File: src/rtl/display_pkg.sv
// Shared types and constants for the multiplexed 4-digit display scanner.
// Latency: n/a (declarations only).
// Backpressure: n/a.
package display_pkg;

   // Scan FSM: all-off gap, lit digit, or display disabled
   typedef enum logic [1:0] {
      BLANK = 2'd0,
      SHOW  = 2'd1,
      OFF   = 2'd2
   } scan_state_t;

   typedef logic [1:0] digit_idx_t;

   localparam digit_idx_t IDX_ONES      = 2'd0;
   localparam digit_idx_t IDX_TENS      = 2'd1;
   localparam digit_idx_t IDX_HUNDREDS  = 2'd2;
   localparam digit_idx_t IDX_THOUSANDS = 2'd3;

   localparam logic [3:0] DIGIT_OFF = 4'b1111;
   localparam logic [7:0] SEG_OFF   = 8'hFF;

   // Active-low digit selects
   localparam logic [3:0] SEL_ONES      = 4'b1110;
   localparam logic [3:0] SEL_TENS      = 4'b1101;
   localparam logic [3:0] SEL_HUNDREDS  = 4'b1011;
   localparam logic [3:0] SEL_THOUSANDS = 4'b0111;

   function automatic logic [3:0] digit_select(input digit_idx_t idx);
      logic [3:0] sel;
      case (idx)
         IDX_ONES:      sel = SEL_ONES;
         IDX_TENS:      sel = SEL_TENS;
         IDX_HUNDREDS:  sel = SEL_HUNDREDS;
         default:       sel = SEL_THOUSANDS;
      endcase
      return sel;
   endfunction

endpackage

File: src/rtl/seg_decoder.sv
// Hex nibble to active-low 7-segment glyph; bit7 is the decimal point, held off.
// Latency: combinational.
// Backpressure: none.
module seg_decoder (
   input  logic [3:0] digit_i,
   output logic [7:0] seg_o
);

   // One distinct glyph per hex value, segments {dp,g,f,e,d,c,b,a} active low
   always_comb begin
      seg_o = 8'hFF;
      case (digit_i)
         4'h0: seg_o = 8'hC0;
         4'h1: seg_o = 8'hF9;
         4'h2: seg_o = 8'hA4;
         4'h3: seg_o = 8'hB0;
         4'h4: seg_o = 8'h99;
         4'h5: seg_o = 8'h92;
         4'h6: seg_o = 8'h82;
         4'h7: seg_o = 8'hF8;
         4'h8: seg_o = 8'h80;
         4'h9: seg_o = 8'h90;
         4'hA: seg_o = 8'h88;
         4'hB: seg_o = 8'h83;
         4'hC: seg_o = 8'hC6;
         4'hD: seg_o = 8'hA1;
         4'hE: seg_o = 8'h86;
         4'hF: seg_o = 8'h8E;
         default: seg_o = 8'hFF;
      endcase
   end

endmodule

File: src/rtl/display_scan_ctrl.sv
// 4-digit multiplexed display scanner with blanking gaps and frame-aligned loads.
// Latency: controlOut/segOut/frameStart registered; loadAck is combinational in the commit cycle.
// Backpressure: none; loads overwrite staging until the next frame commit (LEADING_ZERO_BLANK_EN optional).
module display_scan_ctrl
   import display_pkg::*;
#(
   parameter int DWELL_CYCLES = 50000,
   parameter int BLANK_CYCLES = 500
) (
   input  logic        displayClock,
   input  logic        reset,
   input  logic        enableIn,
   input  logic        loadIn,
   input  logic [15:0] digitsIn,
   output logic        loadAck,
   output logic        frameStart,
   output logic [3:0]  controlOut,
   output logic [7:0]  segOut
);

   localparam int MAX_CYCLES = (DWELL_CYCLES > BLANK_CYCLES) ? DWELL_CYCLES : BLANK_CYCLES;
   localparam int CW         = (MAX_CYCLES > 1) ? $clog2(MAX_CYCLES) : 1;
   localparam logic [CW-1:0] DWELL_LAST = CW'(DWELL_CYCLES - 1);
   localparam logic [CW-1:0] BLANK_LAST = CW'(BLANK_CYCLES - 1);

   scan_state_t   state_q, state_d;
   digit_idx_t    idx_q, idx_d;
   logic [CW-1:0] cnt_q, cnt_d;
   logic [15:0]   disp_q, disp_d;
   logic [15:0]   stage_q, stage_d;
   logic          pend_q, pend_d;
   logic [3:0]    ctrl_q, ctrl_d;
   logic [7:0]    seg_q, seg_d;
   logic          frame_q, frame_d;
   logic          ack_c;
   logic [3:0]    digit_mux;
   logic          lead_zero;
   logic [7:0]    seg_dec;
   logic          scan_commit;

   // Segment timing: count out BLANK/SHOW, advance digit, drop to OFF only at a segment end
   always_comb begin
      state_d = state_q;
      idx_d   = idx_q;
      cnt_d   = cnt_q + CW'(1);
      case (state_q)
         BLANK: begin
            if (cnt_q == BLANK_LAST) begin
               cnt_d = '0;
               if (enableIn) begin
                  state_d = SHOW;
               end else begin
                  state_d = OFF;
                  idx_d   = IDX_ONES;
               end
            end
         end
         SHOW: begin
            if (cnt_q == DWELL_LAST) begin
               cnt_d = '0;
               if (enableIn) begin
                  state_d = BLANK;
                  idx_d   = idx_q + 2'd1;
               end else begin
                  state_d = OFF;
                  idx_d   = IDX_ONES;
               end
            end
         end
         OFF: begin
            cnt_d = '0;
            if (enableIn) begin
               state_d = BLANK;
               idx_d   = IDX_ONES;
            end
         end
         default: begin
            state_d = BLANK;
            idx_d   = IDX_ONES;
            cnt_d   = '0;
         end
      endcase
   end

   assign scan_commit = (state_q == BLANK) && (idx_q == IDX_ONES) && (cnt_q == '0);

   // Load staging and commit: frame boundary commits (with bypass), OFF commits one cycle after capture
   always_comb begin
      disp_d  = disp_q;
      stage_d = stage_q;
      pend_d  = pend_q;
      ack_c   = 1'b0;
      if (scan_commit) begin
         // A load arriving on the commit cycle goes straight to the display and shares the ack
         if (loadIn) begin
            disp_d  = digitsIn;
            stage_d = digitsIn;
            ack_c   = 1'b1;
         end else if (pend_q) begin
            disp_d = stage_q;
            ack_c  = 1'b1;
         end
         pend_d = 1'b0;
      end else begin
         if ((state_q == OFF) && pend_q) begin
            disp_d = stage_q;
            pend_d = 1'b0;
            ack_c  = 1'b1;
         end
         if (loadIn) begin
            stage_d = digitsIn;
            pend_d  = 1'b1;
         end
      end
   end

   // Select the nibble for the next lit digit and decide leading-zero suppression
   always_comb begin
      digit_mux = disp_d[3:0];
      lead_zero = 1'b0;
      case (idx_d)
         IDX_ONES:      digit_mux = disp_d[3:0];
         IDX_TENS:      digit_mux = disp_d[7:4];
         IDX_HUNDREDS:  digit_mux = disp_d[11:8];
         IDX_THOUSANDS: digit_mux = disp_d[15:12];
         default:       digit_mux = disp_d[3:0];
      endcase
`ifdef LEADING_ZERO_BLANK_EN
      case (idx_d)
         IDX_TENS:      lead_zero = (disp_d[15:4] == 12'h000);
         IDX_HUNDREDS:  lead_zero = (disp_d[15:8] == 8'h00);
         IDX_THOUSANDS: lead_zero = (disp_d[15:12] == 4'h0);
         default:       lead_zero = 1'b0;
      endcase
`else
      lead_zero = 1'b0;
`endif
   end

   seg_decoder u_seg_decoder (
      .digit_i (digit_mux),
      .seg_o   (seg_dec)
   );

   // Outputs are built from next-state so select and segments land on the same edge
   always_comb begin
      ctrl_d  = DIGIT_OFF;
      seg_d   = SEG_OFF;
      frame_d = 1'b0;
      if (state_d == SHOW) begin
         ctrl_d  = digit_select(idx_d);
         seg_d   = lead_zero ? SEG_OFF : seg_dec;
         frame_d = (idx_d == IDX_ONES) && (cnt_d == '0);
      end
   end

   // State, data and output registers
   always_ff @(posedge displayClock or posedge reset) begin
      if (reset) begin
         state_q <= BLANK;
         idx_q   <= IDX_ONES;
         cnt_q   <= '0;
         disp_q  <= '0;
         stage_q <= '0;
         pend_q  <= 1'b0;
         ctrl_q  <= DIGIT_OFF;
         seg_q   <= SEG_OFF;
         frame_q <= 1'b0;
      end else begin
         state_q <= state_d;
         idx_q   <= idx_d;
         cnt_q   <= cnt_d;
         disp_q  <= disp_d;
         stage_q <= stage_d;
         pend_q  <= pend_d;
         ctrl_q  <= ctrl_d;
         seg_q   <= seg_d;
         frame_q <= frame_d;
      end
   end

   // The reset state sits on a commit cycle, so the ack is masked while reset is held
   assign loadAck    = ack_c & ~reset;
   assign frameStart = frame_q;
   assign controlOut = ctrl_q;
   assign segOut     = seg_q;

endmodule

File: config.mk
export PLATFORM = sky130hd
export DESIGN_NAME = display_scan_ctrl
export DESIGN_NICKNAME = d
export VERILOG_FILES = /design/src/rtl/display_pkg.sv /design/src/rtl/seg_decoder.sv /design/src/rtl/display_scan_ctrl.sv
export SDC_FILE = /design/constraint.sdc
export NUM_CORES = 1
export LEC_CHECK = 0
export CAP_MARGIN = 10
export CORE_MARGIN = 2
export CORE_UTILIZATION = 40
export CTS_CLUSTER_DIAMETER = 120
export DETAILED_ROUTE_END_ITERATION = 10
export PLACE_DENSITY_LB_ADDON = 0.3
export SLEW_MARGIN = 15
export SYNTH_ARGS = -nofsm -noshare
export SYNTH_HDL_FRONTEND = slang
export SYNTH_SLANG_ARGS = --single-unit
File: constraint.sdc
create_clock -name displayClock -period 4.6 [get_ports displayClock]
set_input_delay 0.46 -clock displayClock [delete_from_list [all_inputs] [get_ports displayClock]]
set_output_delay 0.46 -clock displayClock [all_outputs]
set_load 0.005 [all_outputs]
# After elaboration in Yosys (flattened, before gate mapping)
# Memories as Yosys holds them, arrays and structs flattened.
# Index checks and enable logic that the tools add are counted.
# word_totals
n_memories,1
output_inout_bits,14
rom_bits,112
wordCells,63
reg_bits,66
# mem_list
name,depth,word_bits,read_ports,rd_clocked_by_memory_dff,write_ports,line_no,text
(no name shown),16,7,1,0,0,seg_decoder.sv:12,case (digit_i)
# op_classes
n_eq_ne,8
mux,31
reduce_logical,10
n_bitwise,2
add_sub_neg,2
# op_table
cell,n
2-to-1 mux 16 bit,6
logical NOT 16 bit,2
case mux 16 bit (2 select lines),1
2-to-1 mux 2 bit,10
adder 16 x 1 -> 16 bit (second input constant),1
== test 16 bit (second input constant),1
== test 16 x 9 -> 1 bit (second input constant),1
case mux 4 bit (4 select lines),1
case mux 2 bit (3 select lines),2
case mux 4 bit (3 select lines),1
2-to-1 mux 1 bit,8
2-to-1 mux 8 bit,1
== test 2 x 1 -> 1 bit (second input constant),3
== test 2 bit (second input constant),3
logical NOT 2 bit,3
logical AND 1 bit,4
2-to-1 mux 4 bit,1
nonzero test 3 bit,1
adder 2 x 1 -> 2 bit (second input constant),1
bitwise AND 1 bit,1
NOT 1 bit,1

# Depth between registers and ports, before layout
# Gate-level depths: netlist of run 1.
# An unclocked memory read counts as a cell.
# depth
ltp_word,8
depth_mapped,16
ltp_nobuf,15

# By module
# Synthesis of run 1 repeated with hierarchy kept, for this count alone.
# unflattened
hier_cells,381
hier_area_um2,3826.2
# modules_own_cells
module,area_per_inst_um2,instances,cells_each
display_scan_ctrl,3539.6,1,347
seg_decoder,286.5,1,34

# Least setup slack after synthesis of run 1
# Ideal clock, no wire load.
# synth_timing
path_kind,reg-to-reg
startpoint,register cnt_q[0]
endpoint,"register seg_q[5], in the netlist segOut[5]"
synth_period_minus_slack_ns,3.670
setup_slack_ns,0.930
t_arrival_ns,3.587
setup_time_ns,0.083
stages_incl_launch_ff,15
cell_sequence,dfrtp_1 -> ha_1 -> nand3_2 -> or4b_4 -> nor3_4 -> a21o_1 -> nor2_8 -> inv_2 -> mux2_4 -> mux2i_1 -> inv_1 -> ha_1 -> nor3_1 -> a21oi_1 -> a221o_1
# synth_between
elab_chain_len,7
word_cells_on_any_way,19
# synth_rtl
element,line_no,text
from (decl),display_scan_ctrl.sv:28,"logic [CW-1:0] cnt_q, cnt_d;"
from (signal assigned),display_scan_ctrl.sv:172,cnt_q <= cnt_d;
== test 16 bit or == test 16 x 9 -> 1 bit (tied branches),"display_scan_ctrl.sv:59, display_scan_ctrl.sv:48",
2-to-1 mux 2 bit (on tied branches),"display_scan_ctrl.sv:59, display_scan_ctrl.sv:48",
case mux 2 bit (3 select lines) *,display_scan_ctrl.sv:46,case (state_q)
named net idx_d[0],display_scan_ctrl.sv:27,"digit_idx_t idx_q, idx_d;"
== test 2 bit (tied with other cells),display_scan_ctrl.sv:121,case (idx_d)
case mux 4 bit (4 select lines) *,display_scan_ctrl.sv:121,
memory read (16 x 7 bit) *,n/a,
2-to-1 mux 8 bit *,display_scan_ctrl.sv:150,if (state_d == SHOW) begin
named net seg_d[5],display_scan_ctrl.sv:33,"logic [7:0] seg_q, seg_d;"
to (signal assigned),display_scan_ctrl.sv:177,seg_q <= seg_d;
to (decl),display_scan_ctrl.sv:33,
# The timed path passes the listed nets; every way through them passes the cells marked *.
# A chain may end at the register's enable or synchronous reset.

# Worst setup path after layout of run 1
# layout_timing
startpoint,register cnt_q[0]
endpoint,"register seg_q[3], in the netlist segOut[3]"
# Same word-level chain as after synthesis.

==> metrics.md, run 1 <==
| Metric | Value |
|---|---|
| Pre-CTS setup slack | 0.4681 ns |
| Clock Sinks | 65 |
| IR Drop Worst-Case VDD | 0.0002030 V |
| Final #Nets | 456 |
| Gr usage total | 16.97% |
| Max Root-Sink Buffers | 2 |
| Vias per cell | 5.243 |
| Die footprint | 10440 µm² |
| Clock root buffer | clkbuf_8 |
| Count leader, synth | dfrtp_1 |
| Min Tclk post-route | 4.154 ns |
| Worst-Margin Slew | 0.7610 ns |
| CP Launch Point | cnt_q[0] |
| Die Ht | 102.2 µm |
| Worst path slowest cell | or4b_4 |
| Syn_area_per_cell | 9.475 µm² |
| TritonRoute pass-1 iters | 4 |
| H-tree lvl count | 3 |
| Max-cap violations | 0 |
| N_diodes | 0 |
| Status | finished clean |
| Total CTS buffers | 9 |
| FF-to-FF End | segOut[3] |
| Syn Nets | 436 |
| Post-Syn Area | 3856 µm² |
| Final Wtd Congestion | 0.9266 |
| Synth warn | 0 |
| Initial DRC count | 144 |
| Port Buf Inserts | 32 |
| WL per Instance | 14.51 µm |
| Total gr overflow | 0 |
| Initial antenna violation count | 0 |
| Final Hold Slack | 0.5290 ns |
| Met2 Usage GRT | 25.66% |
| Synth top area cells | dfrtp_1, mux2i_1, dfstp_2 |
| TNS Setup | 0 ns |
| Residual DRC | 0 |
| R2R setup slack | 0.45 ns |
| Crit. End Element | flip-flop |
| Hold Buf Count CTS | 0 |
| Post-synth ARST share | 100.0% |
| Synth Register Bits | 65 |
| CP arrival | 4.41 ns |
| DP Wirelength | 5.631 mm |
| Worst EP required | 4.85 ns |
| Vias | 2936 |
| Met3 Use GR | 4.446% |
| Sequential cell area | 1640 µm² |
| Crit-path max FO | 9 |
| IO Count | 34 |
| Layout fillers | 902 |
| Worst reg-to-reg path cell count | 15 |
| Die Width | 102.2 µm |
| Worst clock skew | 0.01394 ns |
| Most frequent cells after synthesis | dfrtp_1, nor2_1, mux2i_1 |
| Static leakage | 1.990 nW |
| Worst path max stage delay | 0.59 ns |
| Final setup fails | 0 |
| Synth-to-layout area growth | 15.74% |
| Clock Latency Late Sink | 0.35 ns |
| Largest net degree at the start of global routing | 40 |
| Setup WS post-layout | 0.4462 ns |
| Final WL | 8.128 mm |
| Seq/Total Area, Yosys | 42.54% |
| Startpoint types | flip-flop |
| Tcrit/Tclk final | 90.30% |
| Slew Viols, Final | 0 |
| Number of global-route vias before repair | 2794 |
| Relative slew slack | 49.12% |
| Reg2reg start | cnt_q[0] |
| Pwr/cell area | 466.9 nW/µm² |
| Netlist cell types | 56 |
| Worst Hold Class | in -> async |
| Multi-input logic area | 1993 µm² |
| Layout cells sized above 1 | 13.46% |
| Max Clk Rate | 240.7 MHz |
| Num rows | 35 |
| Crit path capture | segOut[3] |
| Grt met1 use | 23.49% |
| Initial core utilization | 41.54% |
| Final Hold Fails | 0 |
| Top cell type by total area after synthesis | dfrtp_1 |
| Ys flop type | dfrtp_1 |
| CTS tree | yes |
| Post-synth EDFFs | 0 |
| Worst-path clk slew | 0.08 ns |
| Post_cts resized | 0 |
| Synth Instances | 407 |
| Routed Antenna Nets | 0 |
| Top cell type's share of synthesized area | 35.04% |
| Post-CTS setup buffer count | 0 |
| First-pass GRT wire length | 13.68 mm |
| Core Area | 9284 µm² |
| Unrepaired setup endpoints after global routing | false |
| CP Cell Sequence | ha_1, nand3_2, or4b_4, nor3_4, a21o_1, nor2_8, inv_2, mux2_4, mux2i_1, inv_1, ha_1, inv_1, nor3_1, a2111oi_0, a31oi_1 |
| Grt peak-use layer | met2 |
| Crit Path Class | reg -> reg |
-- cell usage in the layout, fill, tap and decap left out, drive strengths merged, types with 4 or more instances in the layout --
cell type      instances
dfrtp                 54
nor2                  47
mux2i                 35
nand2                 33
clkdlybuf4s50         32
o21ai                 32
inv                   23
a21oi                 19
nand3                 15
nor3                  13
mux2                  12
xnor2                 11
dfstp                 11
clkbuf                10
xor2                   9
ha                     9
buf                    7
nand4                  6
a211oi                 6
a221o                  4
a31oi                  4
nor4                   4
-- where the power goes --
group | switching [mW] | total (mW) | internal, mW | leakage (nW)
sequential | 0.124 | 0.849 | 0.725 | 0.755
clock | 0.224 | 0.526 | 0.302 | 0.102
combinational | 0.379 | 0.708 | 0.330 | 1.13
total | 0.726 | 2.08 | 1.36 | 1.99
-- worst max-delay path, delay by kind of cell (launching register included) --
kind	cells	cell delay, ns
compound gates	3	0.79
fa+ha+maj	2	0.55
buf+inv	3	0.39
flops	1	0.43
mux	2	0.78
simple gates	5	1.12
-- state kept, by name, summed over array words and instances, names as in the netlist --
register    flops
state_q         2
segOut          7
disp_q         16
idx_q           2
cnt_q          16
stage_q        16
controlOut      4
frameStart      1
pend_q          1
-- cells by family after synthesis --
| group | synth area share, % |
|---|---|
| compound gates | 14.76 |
| xor+xnor | 4.543 |
| fa+ha+maj | 2.920 |
| buf+inv | 5.775 |
| flops | 42.54 |
| mux | 12.69 |
| other cells | 0.09725 |
| simple gates | 16.68 |
-- layout make-up --
| cell class | instances | share of cell area, % |
|---|---|---|
| Clock buffer | 10 | 2.860 |
| Multi-Input combinational cell | 289 | 44.66 |
| Tap cell | 129 | 3.616 |
| Clock inverter | 5 | 1.822 |
| Sequential cell | 65 | 36.75 |
| Timing Repair Buffer | 39 | 8.354 |
| Inverter | 23 | 1.934 |
-- worst min-delay path by stage --
stage	startpoint	to	depth (start not counted)
floorplan	cnt_q[0]	cnt_q[0]	1
global placement	cnt_q[0]	cnt_q[0]	1
detailed placement	stage_q[14]	stage_q[14]	1
CTS	stage_q[14]	stage_q[14]	1
global route	stage_q[2]	stage_q[2]	1
finish	reset	stage_q[13]	2
-- stage by stage --
stage / area [µm²] / std cells / power (mW) / utilization, %
after floorplan: 3856 / 407 / 1.368 / -
after global placement: 4254 / 545 / 1.554 / 45.82
after detailed placement: 4254 / 545 / 1.565 / 45.82
after CTS: 4463 / 560 / 2.103 / 48.07
after global routing: 4463 / 560 / 2.236 / 48.07
final: 4463 / 560 / 2.084 / 48.07
-- layer usage --
layer / vias up / share of wire [%] / wire length (µm)
li1: 1462 / - / -
met1: 1416 / 50 / 4042
met2: 48 / 44 / 3605
met3: 10 / 3.9 / 313
met4: 0 / 2.1 / 167
met5: - / 0 / 0
Note: power is estimated with default switching activity, not from simulation.
==> run 2: changes to the inputs <==
==> constraint.sdc (replaced) <==
create_clock -name displayClock -period 4.6 [get_ports displayClock]
set_input_delay 1.38 -clock displayClock [delete_from_list [all_inputs] [get_ports displayClock]]
set_output_delay 1.38 -clock displayClock [all_outputs]
set_load 0.005 [all_outputs]
==> run 2 against run 1 <==
- setup slack better by 0.11 ns
- routed wire length grew 1.6%
- sequential share of layout area is 0.32 points higher
- global-route usage is essentially flat
- cell count increased by 0.18%
- flip-flop and latch count is the same
- combinational power up 2%
- critical path depth is 11 lower
- fmax increased by 2.6%
- first-iteration DRC count grew 8.3%
- via count decreased by 0.82%
- critical path type is now in -> out
- largest cell class unchanged
==> metrics.md, run 2 (same netlist as run 1, synthesis figures left out) <==
| Metric | Value |
|---|---|
| Crit. End Element | output port |
| Commonest non-fill, non-tap cell in the layout | dfrtp_1 |
| Total gr overflow | 0 (unchanged) |
| R2R setup slack | 0.66 ns (+0.21 ns) |
| CTS tree | yes |
| Port Buf Inserts | 32 (unchanged) |
| Largest net degree at the start of global routing | 50 (+25%) |
| Worst path max stage delay | 0.52 ns (-0.07 ns) |
| Total CTS buffers | 9 (unchanged) |
| Worst clock skew | 0.01004 ns (-0.003897 ns) |
| Routed Antenna Nets | 0 (unchanged) |
| Worst Hold Class | reg -> reg |
| Final #Nets | 456 (unchanged) |
| Final WL | 8.255 mm (+1.6%) |
| Worst path bufs/invs | 2 (-1) |
| CP top delay family | buffers and inverters |
| Initial antenna violation count | 0 (unchanged) |
| TNS Setup | 0 ns (unchanged) |
| Die footprint | 10440 µm² (unchanged) |
| Num rows | 35 (unchanged) |
| N_diodes | 0 (unchanged) |
| Switching share of power | 37.12% (+2.3 points) |
| Most common cell on crit path | clkdlybuf4s50_1 |
| Final Wtd Congestion | 0.8872 (-4.3%) |
| Status | finished clean |
| Final Hold Slack | 0.5443 ns (+0.01530 ns) |
| Internal power | 1.256 mW (-7.4%) |
| Residual DRC | 0 (unchanged) |
| Max Clk Rate | 247.1 MHz (+2.6%) |
| Most frequent cells in the layout | dfrtp_1, nor2_1, mux2i_1 |
| TritonRoute pass-1 iters | 4 (unchanged) |
| Unrepaired setup endpoints after global routing | false |
| IR Drop Worst-Case VDD | 0.0002149 V (+5.8%) |
| Placed cell count | 545 (unchanged) |
| Startpoint types | input port |
| Tcrit/Tclk final | 87.98% (-2.3 points) |
| First-pass GRT wire length | 13.81 mm (+0.91%) |
| Hold Buf Count CTS | 0 (unchanged) |
| Largest registers | cnt_q (16), disp_q (16), stage_q (16) |
| Initial DRC count | 156 (+8.3%) |
| Number of global-route vias before repair | 2770 (-0.86%) |
| Worst reg-to-reg path cell count | 13 (-2) |
| Gr usage total | 16.97% (about the same) |
| IO Count | 34 (unchanged) |
| Crit Path Class | in -> out |
| Synth-to-layout area growth | 14.73% |
| CP Cell Sequence | clkdlybuf4s50_1, o21ai_0, a21oi_1, clkdlybuf4s50_1 |
| Die Ht | 102.2 µm (unchanged) |
| Final setup fails | 0 (unchanged) |
| Post-CTS setup buffer count | 0 (unchanged) |
| Initial core utilization | 41.54% (unchanged) |
| Core Area | 9284 µm² (unchanged) |
| Post_cts resized | 0 (unchanged) |
| Max-cap violations | 0 (unchanged) |
| Crit-path max FO | 2 (-7) |
| Max Root-Sink Buffers | 2 (unchanged) |
| H-tree lvl count | 3 (unchanged) |
| Worst path slowest cell | clkdlybuf4s50_1 |
| Clock Latency Late Sink | 0.34 ns (about the same) |
| Static leakage | 1.969 nW (-1.1%) |
| Clock Power Share | 21.2% (-4.1 points) |
| Vias per cell | 5.191 (-0.99%) |
| Relative slew slack | 32.60% (-17 points) |
| Flop pwr share | 42.6% (+1.9 points) |
| Die Width | 102.2 µm (unchanged) |
| Switching pwr | 0.7416 mW (+2.1%) |
| HP Start | stage_q[2] |
| Slew Viols, Final | 0 (unchanged) |
| Finished Layout Cells | 561 (+0.18%) |
| WHS Endpoint | stage_q[2] |
| Worst EP required | 3.22 ns (-1.63 ns) |
| Worst-Margin Slew | 1.009 ns (+0.2485 ns) |
| Clock Sinks | 65 (unchanged) |
| Clock root buffer | clkbuf_8 |
| Worst-path clk slew | 0.07 ns (about the same) |
| DP Wirelength | 5.700 mm (+1.2%) |
| Final Hold Fails | 0 (unchanged) |
| Min Tclk post-route | 4.047 ns (-0.1067 ns) |
| Combinational share of power | 36.1% (+2.1 points) |
| Levels on crit path | 4 (-11) |
| CP arrival | 2.67 ns (-1.74 ns) |
| WL per Instance | 14.71 µm (+1.4%) |
| Layout cells sized above 1 | 13.89% (+0.43 points) |
| Hold Path Depth | 1 |
| Pwr/cell area | 451.6 nW/µm² (-3.3%) |
| Reg2reg start | cnt_q[1] |
| FF-to-FF End | segOut[6] |
| Vias | 2912 (-0.82%) |
==> run 2: changes by cell type in the layout (fill, tap and decap cells not counted), sizes merged <==
cell and delta:
clkbuf -1, inv +1, clkinv +1, bufinv -2
clkinvlp +2
==> run 2: per-stage QoR <==
stage / utilization (%) / worst slack (ns) / power [mW] / cell area, µm²
floorplan: - / 0.7038 / 1.368 / 3856
global placement: 45.82 / 0.4193 / 1.562 / 4254
detailed placement: 45.82 / 0.3555 / 1.582 / 4254
CTS: 47.65 / 0.5136 / 2.018 / 4424
global route: 47.65 / 0.3823 / 2.150 / 4424
finish: 47.65 / 0.5529 / 1.998 / 4424
==> run 2: worst max path at each step <==
stage	startpoint	endpoint	slack [ns]
global placement	enableIn	segOut[3]	0.42
global route	cnt_q[1]	segOut[3]	0.38
finish	loadIn	loadAck	0.55
detailed placement	enableIn	segOut[3]	0.36
CTS	loadIn	loadAck	0.51
floorplan	loadIn	loadAck	0.70
==> run 2: power groups by stage <==
stage / Clock [mW] / Sequential (mW) / Combinational, mW
after floorplan: 0 / 0.800 / 0.568
after global placement: 0 / 0.852 / 0.710
after detailed placement: 0 / 0.861 / 0.721
after CTS: 0.442 / 0.851 / 0.725
after global routing: 0.468 / 0.873 / 0.810
final: 0.424 / 0.852 / 0.722
==> run 2: cell type report <==
type | instances | area, µm²
inverter | 23 | 86.33
tap | 129 | 161.4
multi-input combinational | 289 | 1993
clock buffer | 9 | 123.9
sequential | 65 | 1640
clock inverter | 7 | 46.29
timing repair buffer | 39 | 372.9
fill | 878 | 4860
==> run 2: layer usage <==
layer	global-route usage, %	vias up	share of wire (%)
met4	5.333	0	1.2
met3	3.283	10	3.8
met2	25.25	49	45
met1	25.02	1398	50
met5	0	-	0
li1	-	1455	-
